`config.mk`:
```
export PLATFORM = sky130hd
export DESIGN_NAME = mem_access
export DESIGN_NICKNAME = d
export VERILOG_FILES = /design/src/rtl/mem_access.sv
export SDC_FILE = /design/constraint.sdc
export NUM_CORES = 1
export LEC_CHECK = 0
export BUFFER_PORTS_ARGS = -buffer_cell sky130_fd_sc_hd__buf_4
export CAP_MARGIN = 20
export CORE_UTILIZATION = 48
export DETAILED_ROUTE_END_ITERATION = 6
export PLACE_DENSITY = 0.8
export SLEW_MARGIN = 20
export SYNTH_ARGS = -nofsm -noshare
export SYNTH_HDL_FRONTEND = slang
export SYNTH_SLANG_ARGS = --single-unit
export TNS_END_PERCENT = 100
```
`constraint.sdc`:
```
create_clock -name clk -period 3.6 [get_ports clk]
set_input_delay 0.36 -clock clk [delete_from_list [all_inputs] [get_ports clk]]
set_output_delay 0.36 -clock clk [all_outputs]
set_load 0.02 [all_outputs]
```
`src/rtl/mem_access.sv`:
```
// MEM stage of a 5-stage pipeline: passes ALU results to MEM/WB and runs loads/stores over a
// req/ack data bus. Define MEM_ALIGN_CHECK_EN to fault misaligned memory ops instead of issuing them.

package mem_access_pkg;
   localparam int unsigned XLEN  = 32;
   localparam int unsigned REG_W = 5;

   typedef enum logic {
      IDLE = 1'b0,
      BUSY = 1'b1
   } state_t;
endpackage

module mem_access
   import mem_access_pkg::*;
(
   input  logic             clk,
   input  logic             rst,
   input  logic [XLEN-1:0]  ex_alu_result,
   input  logic [XLEN-1:0]  ex_rs2_data,
   input  logic [REG_W-1:0] ex_rd,
   input  logic             ex_reg_write,
   input  logic             ex_mem_read,
   input  logic             ex_mem_write,
   output logic             mem_stall,
   output logic             dmem_req,
   output logic             dmem_we,
   output logic [XLEN-1:0]  dmem_addr,
   output logic [XLEN-1:0]  dmem_wdata,
   input  logic             dmem_ack,
   input  logic [XLEN-1:0]  dmem_rdata,
   output logic [XLEN-1:0]  wb_data,
   output logic [REG_W-1:0] wb_rd,
   output logic             wb_reg_write,
   output logic             misaligned
);

   state_t           state, state_d;
   logic [XLEN-1:0]  hold_addr, hold_addr_d;
   logic [XLEN-1:0]  hold_wdata, hold_wdata_d;
   logic [REG_W-1:0] hold_rd, hold_rd_d;
   logic             hold_reg_write, hold_reg_write_d;
   logic             hold_store, hold_store_d;
   logic [XLEN-1:0]  wb_data_d;
   logic [REG_W-1:0] wb_rd_d;
   logic             wb_reg_write_d;
   logic             mem_op;
   logic             busy;

`ifdef MEM_ALIGN_CHECK_EN
   logic misaligned_d;
`endif

   assign mem_op = ex_mem_read | ex_mem_write;
   assign busy   = (state == BUSY);

   // Bus side is decoded from state and hold registers so reset clears it immediately
   assign mem_stall  = busy;
   assign dmem_req   = busy;
   assign dmem_we    = busy & hold_store;
   assign dmem_addr  = busy ? hold_addr  : '0;
   assign dmem_wdata = busy ? hold_wdata : '0;

   // State and MEM/WB register
   always_ff @(posedge clk or posedge rst) begin
      if (rst) begin
         state          <= IDLE;
         hold_addr      <= '0;
         hold_wdata     <= '0;
         hold_rd        <= '0;
         hold_reg_write <= 1'b0;
         hold_store     <= 1'b0;
         wb_data        <= '0;
         wb_rd          <= '0;
         wb_reg_write   <= 1'b0;
      end else begin
         state          <= state_d;
         hold_addr      <= hold_addr_d;
         hold_wdata     <= hold_wdata_d;
         hold_rd        <= hold_rd_d;
         hold_reg_write <= hold_reg_write_d;
         hold_store     <= hold_store_d;
         wb_data        <= wb_data_d;
         wb_rd          <= wb_rd_d;
         wb_reg_write   <= wb_reg_write_d;
      end
   end

`ifdef MEM_ALIGN_CHECK_EN
   // One-cycle alignment fault pulse
   always_ff @(posedge clk or posedge rst) begin
      if (rst) begin
         misaligned <= 1'b0;
      end else begin
         misaligned <= misaligned_d;
      end
   end
`else
   assign misaligned = 1'b0;
`endif

   // Next-state and MEM/WB update
   always_comb begin
      state_d          = state;
      hold_addr_d      = hold_addr;
      hold_wdata_d     = hold_wdata;
      hold_rd_d        = hold_rd;
      hold_reg_write_d = hold_reg_write;
      hold_store_d     = hold_store;
      wb_data_d        = wb_data;
      wb_rd_d          = wb_rd;
      wb_reg_write_d   = wb_reg_write;
`ifdef MEM_ALIGN_CHECK_EN
      misaligned_d     = 1'b0;
`endif

      case (state)
         IDLE: begin
            if (mem_op) begin
`ifdef MEM_ALIGN_CHECK_EN
               if (ex_alu_result[1:0] != 2'b00) begin
                  wb_reg_write_d = 1'b0;
                  misaligned_d   = 1'b1;
               end else
`endif
               begin
                  state_d          = BUSY;
                  hold_addr_d      = {ex_alu_result[XLEN-1:2], 2'b00};
                  hold_wdata_d     = ex_rs2_data;
                  hold_rd_d        = ex_rd;
                  hold_reg_write_d = ex_reg_write;
                  // read+write together is a store
                  hold_store_d     = ex_mem_write;
                  wb_reg_write_d   = 1'b0;
               end
            end else begin
               wb_data_d      = ex_alu_result;
               wb_rd_d        = ex_rd;
               wb_reg_write_d = ex_reg_write;
            end
         end

         BUSY: begin
            if (dmem_ack) begin
               state_d = IDLE;
               if (hold_store) begin
                  wb_reg_write_d = 1'b0;
               end else begin
                  wb_data_d      = dmem_rdata;
                  wb_rd_d        = hold_rd;
                  wb_reg_write_d = hold_reg_write;
               end
            end
         end

         default: state_d = IDLE;
      endcase
   end

endmodule

```
==> impl_metrics.env <==
export IMPL_result_of_the_run="finished, final reports clean"
export IMPL_synth_top_family_by_area="multiplexers"
export IMPL_synth_cell_types=26
export IMPL_leakage_nw=3.53
export IMPL_first_global_vias=3986
export IMPL_postCtsSetupBuffers=0
export IMPL_synthesized_instance_count=409
export IMPL_crit_type="register to primary output"
export IMPL_skew_ns=0.00956
export IMPL_grt_start_max_net_pins=71
export IMPL_slew_limit_headroom=0.327
export IMPL_drt_wirelength_per_cell_um=16.3
export IMPL_worst_path_largest_cell_delay_ns=0.84
export IMPL_pin_count=213
export IMPL_met1_usage=0.259
export IMPL_worstPathBufferInverterCount=2
export IMPL_switching_power_mw=1.47
export IMPL_tightestPinTransition_ns=1.01
export IMPL_grt_met3_usage=0.0328
export IMPL_hold_buffers=0
export IMPL_fin_crit_period_ns=2.63
export IMPL_synthSimpleGateAreaFrac=0.111
export IMPL_register_area_um2=2710
export IMPL_sequential_share_of_the_synthesized_area=0.526
export IMPL_final_setup_viol_count=0
export IMPL_synth_cell_area_um2=5140
export IMPL_hold_viol_final=0
export IMPL_post_cts_resize_count=0
export IMPL_final_common_cell="sky130_fd_sc_hd__buf_4"
export IMPL_leading_cell_types_in_the_layout_fill_and_taps_excluded="sky130_fd_sc_hd__buf_4 (213), sky130_fd_sc_hd__dfrtp_1 (107), sky130_fd_sc_hd__mux2_2 (68), sky130_fd_sc_hd__and2_1 (63), sky130_fd_sc_hd__mux2i_1 (57)"
export IMPL_grt_busiest_layer="met2"
export IMPL_groute_layer_met2_usage=0.404
export IMPL_cts_tree="done"
export IMPL_final_antenna_net_count=0
export IMPL_power_density_nw_per_um2=608
export IMPL_vdd_ir_drop_worst_v=0.000387
export IMPL_wl_um=12200
export IMPL_synthesis_area_per_instance_um2=12.6
export IMPL_p_comb_frac=0.396
export IMPL_maxSlewViolCount=0
export IMPL_initial_standard_cell_utilization_of_the_core=0.496
export IMPL_synth_mux_area_frac=0.260
export IMPL_avgViaCountPerCell=5.07
export IMPL_path_clk_slew_ns=0.10
export IMPL_worst_ep_required_time_ns=3.24
export IMPL_first_iter_violations=124
export IMPL_number_of_buffer_cells_added_on_primary_ports=209
export IMPL_route_vias_total=3779
export IMPL_synth_adder_area_share=0
export IMPL_crit_path_top_cell_by_count="sky130_fd_sc_hd__buf_4"
export IMPL_design_final_nets=711
export IMPL_cp_top_family="flip-flops"
export IMPL_post_dp_hpwl_um=8920
export IMPL_grt_util_all_layers=0.221
export IMPL_number_of_clock_buffers_inserted_by_tritoncts=9
export IMPL_critical_path_slowest_cell="sky130_fd_sc_hd__dfrtp_4"
export IMPL_totalNegativeSetupSlack_ns=0
export IMPL_wire_length_of_the_first_global_routing_pass_um=19300
export IMPL_max_clock_path_buffers=2
export IMPL_syn2layout_area_growth_pct=36.5
export IMPL_p_int_mw=2.80
export IMPL_routabilityCongestion=0.774
export IMPL_design_die_area_um2=11100
export IMPL_power_share_sequential=0.411
export IMPL_synthesis_stage_register_bit_count=108
export IMPL_synthXorXnorAreaFrac=0
export IMPL_unrepaired_setup_endpoints_after_global_routing="false"
export IMPL_timing_critical_path_cells="buf_4, and2_1, buf_4"
export IMPL_post_route_cells_drive_above_1_share=0.524
export IMPL_finish_utilization=0.677
export IMPL_drtPass1Iterations=4
export IMPL_holdCritPathClass="input pin to async pin"
export IMPL_max_cap_violations=0
export IMPL_root_buffer="sky130_fd_sc_hd__clkbuf_8"
export IMPL_cts_h_tree_depth=3
export IMPL_grt_antenna_before_repair=0
export IMPL_rows=37
export IMPL_detail_route_drc_violations=0
export IMPL_fin_worst_hold_slack_ns=0.0772
export IMPL_critPathLaunchType="register"
export IMPL_max_clock_freq_ghz=0.380
export IMPL_fill_cells=790
export IMPL_cp_end_kind="primary output"
export IMPL_placeable_core_area_um2=10400
export IMPL_die_x_um=106
export IMPL_min_period_over_period=0.731
export IMPL_multiInputGateArea_um2=2210
export IMPL_clk_insertion_delay_late_ns=0.36
export IMPL_clkPwrFrac=0.194
export IMPL_power_switching_fraction=0.344
export IMPL_antenna_diode_count=0
export IMPL_worst_endpoint_arrival_ns=2.27
export IMPL_die_h_um=106
export IMPL_cts_sink_count=108
export IMPL_grt_ovfl_total=0
export IMPL_area_fraction_in_compound_gates_after_synthesis=0.0560
export IMPL_synthesis_yosys_warnings=0
export IMPL_crit_path_max_fanout=70
==> kinds of logic after synthesis <==
family                 Yosys count
AOI/OAI and AO/OA               26
buffers and inverters           49
DFF                            108
muxes                          125
other                            1
and+or+nand+nor                100
==> final timing paths <==
check	start	to	slack (ns)	cells past startpoint
max	dmem_req	dmem_addr[6]	0.97	3
min	rst	hold_wdata[21]	0.08	2
max reg2reg	dmem_req	wb_rd[1]	1.30	4
min reg2reg	hold_wdata[5]	hold_wdata[5]	0.50	1
max in group asynchronous	rst	hold_addr[12]	2.79	3
min in group clk	dmem_ack	dmem_req	0.21	2
==> state kept, by name, summed over array words and instances (netlist names) <==
signal          flops
hold_store          1
wb_data            32
hold_reg_write      1
hold_wdata         32
hold_addr          30
wb_reg_write        1
dmem_req            1
hold_rd             5
wb_rd               5
==> stage by stage <==
stage / total power, mW / area (um^2) / std cells / setup slack, ns
after floorplan: 2.75 / 5150 / 411 / 0.394
after global placement: 3.42 / 6770 / 728 / 1.13
after detailed placement: 3.49 / 6790 / 729 / 1.31
after CTS: 4.32 / 7020 / 745 / 0.967
after global routing: 4.49 / 7020 / 745 / 0.837
final: 4.27 / 7020 / 745 / 0.967
==> synth_stat cells, drive strengths merged <==
library cell | n | area, um^2
nand2b | 2 | 12.5
dfrtp | 108 | 2700
conb | 1 | 3.75
o21ai | 3 | 15.0
clkbuf | 8 | 30.0
inv | 16 | 60.1
and2 | 63 | 394
a221oi | 12 | 161
a21oi | 1 | 5.00
mux2i | 57 | 571
or2 | 1 | 6.26
o221a | 6 | 67.6
or3 | 6 | 37.5
nor2 | 13 | 48.8
o21bai | 1 | 18.8
nor3 | 12 | 60.1
nand2 | 2 | 7.51
a31oi | 2 | 12.5
a21boi | 1 | 7.51
nor2b | 1 | 6.26
buf | 25 | 149
mux2 | 68 | 766
==> routing by layer <==
metal / part of all wire / vias up
met5: 0 / -
met4: 0.025 / 0
met3: 0.044 / 23
met2: 0.54 / 115
met1: 0.39 / 1852
li1: - / 1789
==> final cells by class <==
cell class | count | area share
Inverter | 16 | 0.00891
Multi-Input combinational cell | 254 | 0.315
Sequential cell | 108 | 0.385
Clock inverter | 6 | 0.0134
Clock buffer | 10 | 0.0196
Timing Repair Buffer | 215 | 0.233
Tap cell | 136 | 0.0242
==> power groups by stage <==
stage	Clock [mW]	Combinational [mW]	Sequential [mW]
final	0.828	1.69	1.75
after global routing	0.893	1.80	1.80
after CTS	0.849	1.71	1.76
after detailed placement	0	1.71	1.78
after global placement	0	1.67	1.75
after floorplan	0	0.850	1.91
(Power assumes the default switching activity.)
